`config.mk`:
```
export PLATFORM = sky130hd
export DESIGN_NAME = iram_loadable
export DESIGN_NICKNAME = d
export VERILOG_FILES = /design/src/rtl/iram_pkg.sv /design/src/rtl/iram_loader_ctrl.sv /design/src/rtl/iram_loadable.sv
export SDC_FILE = /design/constraint.sdc
export NUM_CORES = 2
export LEC_CHECK = 0
export CAP_MARGIN = 10
export CORE_MARGIN = 1.5
export CORE_UTILIZATION = 40
export DETAILED_ROUTE_END_ITERATION = 12
export PLACE_DENSITY = 0.65
export SYNTH_ARGS = -nofsm -noshare
export SYNTH_HDL_FRONTEND = slang
export SYNTH_SLANG_ARGS = --single-unit
```
`constraint.sdc`:
```
create_clock -name CLK -period 9.95 [get_ports CLK]
set_clock_uncertainty 0.1 [all_clocks]
set_input_delay 1.99 -clock CLK [delete_from_list [all_inputs] [get_ports CLK]]
set_output_delay 1.99 -clock CLK [all_outputs]
set_load 0.01 [all_outputs]
```
`src/rtl/iram_pkg.sv`:
```
// Shared types and constants for the loadable instruction memory.
package iram_pkg;

  // Controller states: zero the array, accept load beats, serve fetches.
  typedef enum logic [1:0] {
    CLEAR = 2'd0,
    LOAD  = 2'd1,
    RUN   = 2'd2
  } iram_state_e;

  localparam int DEF_DATA_W = 16;
  localparam int DEF_ADDR_W = 8;
  localparam int DEF_DEPTH  = 128;

  // Value presented on the fetch port whenever fetch is gated.
  localparam int NOP_WORD = 0;

endpackage

```
`src/rtl/iram_loader_ctrl.sv`:
```
// Load controller: clear/load/run FSM, write pointer, pending-load flag,
// beat counter and sticky overflow flag. Drives the array write port.
module iram_loader_ctrl
  import iram_pkg::*;
#(
  parameter int DATA_W = DEF_DATA_W,
  parameter int DEPTH  = DEF_DEPTH,
  localparam int PTR_W = $clog2(DEPTH),
  localparam int CNT_W = $clog2(DEPTH + 1)
) (
  input  logic              i_clk,
  input  logic              i_rst,
  input  logic              i_ld_start,
  input  logic              i_ld_valid,
  input  logic [DATA_W-1:0] i_ld_data,
  input  logic              i_ld_last,
  output logic              o_ld_ready,
  output logic [CNT_W-1:0]  o_ld_count,
  output logic              o_ld_ovf,
  output logic              o_run,
  output logic              o_we,
  output logic [PTR_W-1:0]  o_waddr,
  output logic [DATA_W-1:0] o_wdata
);

  localparam logic [PTR_W-1:0] LAST_PTR = PTR_W'(DEPTH - 1);
  localparam logic [CNT_W-1:0] CNT_MAX  = CNT_W'(DEPTH);

  iram_state_e      r_state, w_state_nxt;
  logic [PTR_W-1:0] r_ptr, w_ptr_nxt;
  logic [CNT_W-1:0] r_cnt, w_cnt_nxt;
  logic             r_pend, w_pend_nxt;
  logic             r_ovf, w_ovf_nxt;

  // State and control registers; the pending load is dropped on reset.
  always_ff @(posedge i_clk or posedge i_rst) begin
    if (i_rst) begin
      r_state <= CLEAR;
      r_ptr   <= '0;
      r_cnt   <= '0;
      r_pend  <= 1'b0;
      r_ovf   <= 1'b0;
    end else begin
      r_state <= w_state_nxt;
      r_ptr   <= w_ptr_nxt;
      r_cnt   <= w_cnt_nxt;
      r_pend  <= w_pend_nxt;
      r_ovf   <= w_ovf_nxt;
    end
  end

  // Next-state, pointer/counter updates and write-port drive.
  always_comb begin
    w_state_nxt = r_state;
    w_ptr_nxt   = r_ptr;
    w_cnt_nxt   = r_cnt;
    w_pend_nxt  = r_pend;
    w_ovf_nxt   = r_ovf;
    o_we        = 1'b0;
    o_waddr     = r_ptr;
    o_wdata     = '0;
    o_ld_ready  = 1'b0;
    o_run       = 1'b0;
    case (r_state)
      CLEAR: begin
        o_we = 1'b1;
        if (r_ptr == LAST_PTR) begin
          w_ptr_nxt   = '0;
          w_pend_nxt  = 1'b0;
          w_state_nxt = r_pend ? LOAD : RUN;
        end else begin
          w_ptr_nxt = r_ptr + PTR_W'(1);
        end
      end
      LOAD: begin
        o_ld_ready = 1'b1;
        if (i_ld_valid) begin
          o_we    = 1'b1;
          o_wdata = i_ld_data;
          if (r_cnt != CNT_MAX) begin
            w_cnt_nxt = r_cnt + CNT_W'(1);
          end
          if (r_ptr == LAST_PTR) begin
            // Array full: pointer holds at the last word.
            w_state_nxt = RUN;
            if (!i_ld_last) begin
              w_ovf_nxt = 1'b1;
            end
          end else begin
            w_ptr_nxt = r_ptr + PTR_W'(1);
            if (i_ld_last) begin
              w_state_nxt = RUN;
            end
          end
        end
      end
      RUN: begin
        o_run = 1'b1;
        if (i_ld_start) begin
          w_pend_nxt  = 1'b1;
          w_cnt_nxt   = '0;
          w_ovf_nxt   = 1'b0;
          w_ptr_nxt   = '0;
          w_state_nxt = CLEAR;
        end
      end
      default: begin
        w_state_nxt = CLEAR;
        w_ptr_nxt   = '0;
      end
    endcase
  end

  assign o_ld_count = r_cnt;
  assign o_ld_ovf   = r_ovf;

endmodule

```
`src/rtl/iram_loadable.sv`:
```
// Run-time loadable instruction memory with a combinational byte-addressed
// fetch port. Fetch returns the NOP word while clearing or loading.
module iram_loadable
  import iram_pkg::*;
#(
  parameter int DATA_W = DEF_DATA_W,
  parameter int ADDR_W = DEF_ADDR_W,
  parameter int DEPTH  = DEF_DEPTH,
  localparam int PTR_W = $clog2(DEPTH),
  localparam int CNT_W = $clog2(DEPTH + 1)
) (
  input  logic              CLK,
  input  logic              RESET,
  input  logic [ADDR_W-1:0] ADDR,
  output logic [DATA_W-1:0] Q,
  output logic              MISALIGN,
  output logic              ADDR_ERR,
  output logic              BUSY,
  input  logic              LD_START,
  input  logic              LD_VALID,
  input  logic [DATA_W-1:0] LD_DATA,
  input  logic              LD_LAST,
  output logic              LD_READY,
  output logic [CNT_W-1:0]  LD_COUNT,
  output logic              LD_OVF
);

  localparam logic [ADDR_W-1:0] DEPTH_IDX = ADDR_W'(DEPTH);

  logic [DATA_W-1:0] r_mem [DEPTH];

  logic              w_we;
  logic [PTR_W-1:0]  w_waddr;
  logic [DATA_W-1:0] w_wdata;
  logic              w_run;
  logic [ADDR_W-1:0] w_index;
  logic              w_in_range;

  iram_loader_ctrl #(
    .DATA_W (DATA_W),
    .DEPTH  (DEPTH)
  ) u_ctrl (
    .i_clk      (CLK),
    .i_rst      (RESET),
    .i_ld_start (LD_START),
    .i_ld_valid (LD_VALID),
    .i_ld_data  (LD_DATA),
    .i_ld_last  (LD_LAST),
    .o_ld_ready (LD_READY),
    .o_ld_count (LD_COUNT),
    .o_ld_ovf   (LD_OVF),
    .o_run      (w_run),
    .o_we       (w_we),
    .o_waddr    (w_waddr),
    .o_wdata    (w_wdata)
  );

  // Single write port; the array is deliberately not reset, CLEAR zeroes it.
  always_ff @(posedge CLK) begin
    if (w_we) begin
      r_mem[w_waddr] <= w_wdata;
    end
  end

  // Byte address to word index: the low address bit is ignored for data.
  assign w_index    = {1'b0, ADDR[ADDR_W-1:1]};
  assign w_in_range = (w_index < DEPTH_IDX);

  assign MISALIGN = ADDR[0];
  assign ADDR_ERR = ~w_in_range;
  assign BUSY     = ~w_run;
  assign Q        = (w_run && w_in_range) ? r_mem[w_index[PTR_W-1:0]]
                                          : DATA_W'(NOP_WORD);

endmodule

```
==> impl_metrics.csv <==
group,metric,value,unit
grt,antenna_found_initial,10,
grt,gr-total-overflow,0,
critical_path,critPathKind,"input port to output port",
critical_path,cpMostUsedCell,"clkdlybuf4s50_1",
placed_design,io_buffers,54,
clocking,post_cts_buffers,0,
drt,drc_errors,0,
clocking,cts_sinks,2067,
finish,multi_input_area,17000,µm²
critical_path,cpPeakStageDelay,1260,ps
finish,register_area,62000,µm²
timing,hold_slack,479,ps
clocking,root_buffer,"clkbuf_16",
finish,fillers,16400,
clocking,clkLatencyLatePin,820,ps
clocking,h-tree-depth,4,
die,die-area,203000,µm²
yosys,synth_area_per_cell,20.5,µm²
drt,wl_per_cell,29.4,µm
timing,period_share,0.895,
yosys,yosys_warnings,0,
timing,rsz0062_at_grt,"false",
grt,grt_max_degree,92,
die,dieWidth,450,µm
drt,wirelength,205000,µm
yosys,yosysUniqueCellTypes,52,
placed_design,gp_congestion,0.957,
placed_design,dp.final_hpwl,124000,µm
critical_path,startpoint_type,"input port",
clocking,cts_made_buffers,201,
power_and_ir_drop,irDropWorstVdd,0.000154,V
finish,nNetsFinal,4183,
yosys,ys_seq_area_frac,0.774,
clocking,cts_tree,"done",
timing,maxSlewViolCount,0,
yosys,synth-async-reset-ratio,0.00919,
flow_run,cap_violations,0,
timing,finalCriticalPeriod,8900,ps
grt,first_global_vias,39400,
die,fp.dieH,450,µm
grt,grt_first_pass_wirelength,292000,µm
timing,setup_tns,0,ps
die,ioPinCount,58,
yosys,syn_inst,3912,
timing,tightest_slew,1210,ps
critical_path,cpLargestDelayFamily,"buffers and inverters",
power_and_ir_drop,leakage,23.8,nW
timing,hold_viol,0,
finish,final_common_cell,"edfxtp_1",
clocking,cts_hold_buf,0,
critical_path,cp_slowest_cell,"clkdlybuf4s50_1",
die,core,199000,µm²
status,status,"complete, no violations",
worst_hold_path,hold_path_class,"flip-flop to flip-flop",
power_and_ir_drop,cellPowerDensity,190,nW/µm²
critical_path,worstPathRequired,7860,ps
yosys,synth-edff-count,2048,
clocking,cts_resized,0,
finish,final_layout_size_suffix_gt1_frac,0.222,
yosys,ys_seq_elements,2067,
critical_path,crit_buf_inv,2,
die,initial_core_util,0.402,
drt,vias,40600,
critical_path,path_cells,"clkdlybuf4s50_1 -> nand4bb_1 -> o22ai_1 -> nor3_1 -> a41oi_1 -> clkdlybuf4s50_1",
drt,ant_nets,0,
grt,gr-usage-all-layers,0.199,
critical_path,endpoint_kind,"output port",
yosys,syn_nets,3944,
timing,max_freq,112,MHz
finish,final_cell_mix,"2,048 x edfxtp_1, 418 x mux4_2, 341 x nand3_1",
timing,slew_headroom,0.186,
timing,setup_viol,0,
die,rows,164,
clocking,path_clk_slew,60,ps
finish,syn_to_final_growth,13.9,%
drt,vias_per_cell,5.83,
critical_path,cp.arrival,6810,ps
drt,drtIter0Drc,5585,
critical_path,path_max_fanout,18,
yosys,ys.flop_type,"edfxtp_1",
drt,firstDrtPassIters,6,
yosys,syn_area,80100,µm²
clocking,clockBufferDepth,3,
[synthesized netlist by cell type (16+ instances only)]
cell type | n | share of area
a41oi_1 | 16 | 0.0017
a31oi_1 | 17 | 0.0013
dfrtp_1 | 19 | 0.0059
nor3_1 | 22 | 0.0014
clkbuf_1 | 103 | 0.0048
edfxtp_1 | 2048 | 0.77
o22ai_1 | 18 | 0.0014
nand4_1 | 84 | 0.0066
mux4_2 | 418 | 0.12
buf_2 | 93 | 0.0058
and3_1 | 36 | 0.0028
a22oi_1 | 77 | 0.0072
nor4_1 | 17 | 0.0013
a21oi_1 | 25 | 0.0016
nand3_1 | 341 | 0.021
nor2_1 | 166 | 0.0078
mux2i_1 | 237 | 0.030
buf_4 | 30 | 0.0028
nand2_1 | 47 | 0.0022
[final timing paths]
check | startpoint | to | slack, ps | depth (start not counted)
setup / recovery | ADDR[5] | Q[4] | 1050 | 6
hold / removal | u_ctrl.o_ld_ovf$_DFFE_PP0P_ | u_ctrl.o_ld_ovf$_DFFE_PP0P_ | 480 | 2
setup reg to reg | u_ctrl.r_state[1]$_DFFE_PP0P_ | r_mem[5][12]$_DFFE_PP_ | 6170 | 4
hold reg to reg | u_ctrl.o_ld_ovf$_DFFE_PP0P_ | u_ctrl.o_ld_ovf$_DFFE_PP0P_ | 480 | 2
max in group asynchronous | RESET | u_ctrl.o_waddr[3]$_DFFE_PP0P_ | 7740 | 2
min in group asynchronous | RESET | u_ctrl.o_ld_count[7]$_DFFE_PP0P_ | 1510 | 2
[sequential cells by signal, indices dropped and copies added (netlist names)]
name,count
u_ctrl.o_ld_ovf,1
r_mem,2048
u_ctrl.r_state,2
u_ctrl.o_ld_count,8
u_ctrl.o_waddr,7
u_ctrl.r_pend,1
[per-layer routing]
metal,global-route usage,vias up,share of wire
li1,-,16800,-
met1,0.276,21600,0.40
met2,0.317,1965,0.48
met3,0.0399,316,0.089
met4,0.0631,2,0.030
met5,0,-,0.000064
[power by group]
group,switching (W),total (W),internal [W]
combinational,0.000289,0.000442,0.000153
sequential,0,0.00942,0.00942
clock,0.00322,0.00746,0.00424
total,0.00351,0.0173,0.0138
[final cells by class]
cell class,count,share of cell area
Tap cell,2656,0.0364
Sequential cell,2067,0.679
Clock inverter,115,0.0123
Antenna cell,3,0.0000823
Timing Repair Buffer,278,0.0266
Inverter,11,0.000453
Multi-Input combinational cell,1592,0.187
Clock buffer,250,0.0581
[stage by stage]
stage	std cells	setup WS, ps	total power [W]	util	area (µm²)
3_5_place_dp	6603	1100	0.0100	0.426	84800
4_1_cts	6968	1100	0.0174	0.458	91200
6_report	6972	1050	0.0173	0.458	91200
5_1_grt	6971	994	0.0178	0.458	91200
3_3_place_gp	6602	1170	0.0100	0.426	84800
2_1_floorplan	3912	4180	0.00988	-	80100
[kinds of logic after synthesis]
group	synth area share
AO/OA/AOI/OAI	0.0153
buffers and inverters	0.0154
other	0.0000468
AND/OR/NAND/NOR	0.0470
flip-flops	0.774
XOR/XNOR	0.000328
adder cells (fa/ha/maj)	0.000469
multiplexers	0.148
[tightest hold or removal path, cell delays in order, from the launching register on]
cell	delay (ps)
dfrtp_1	400
a31oi_1	60
nor2_1	80
(Power assumes the default switching activity.)
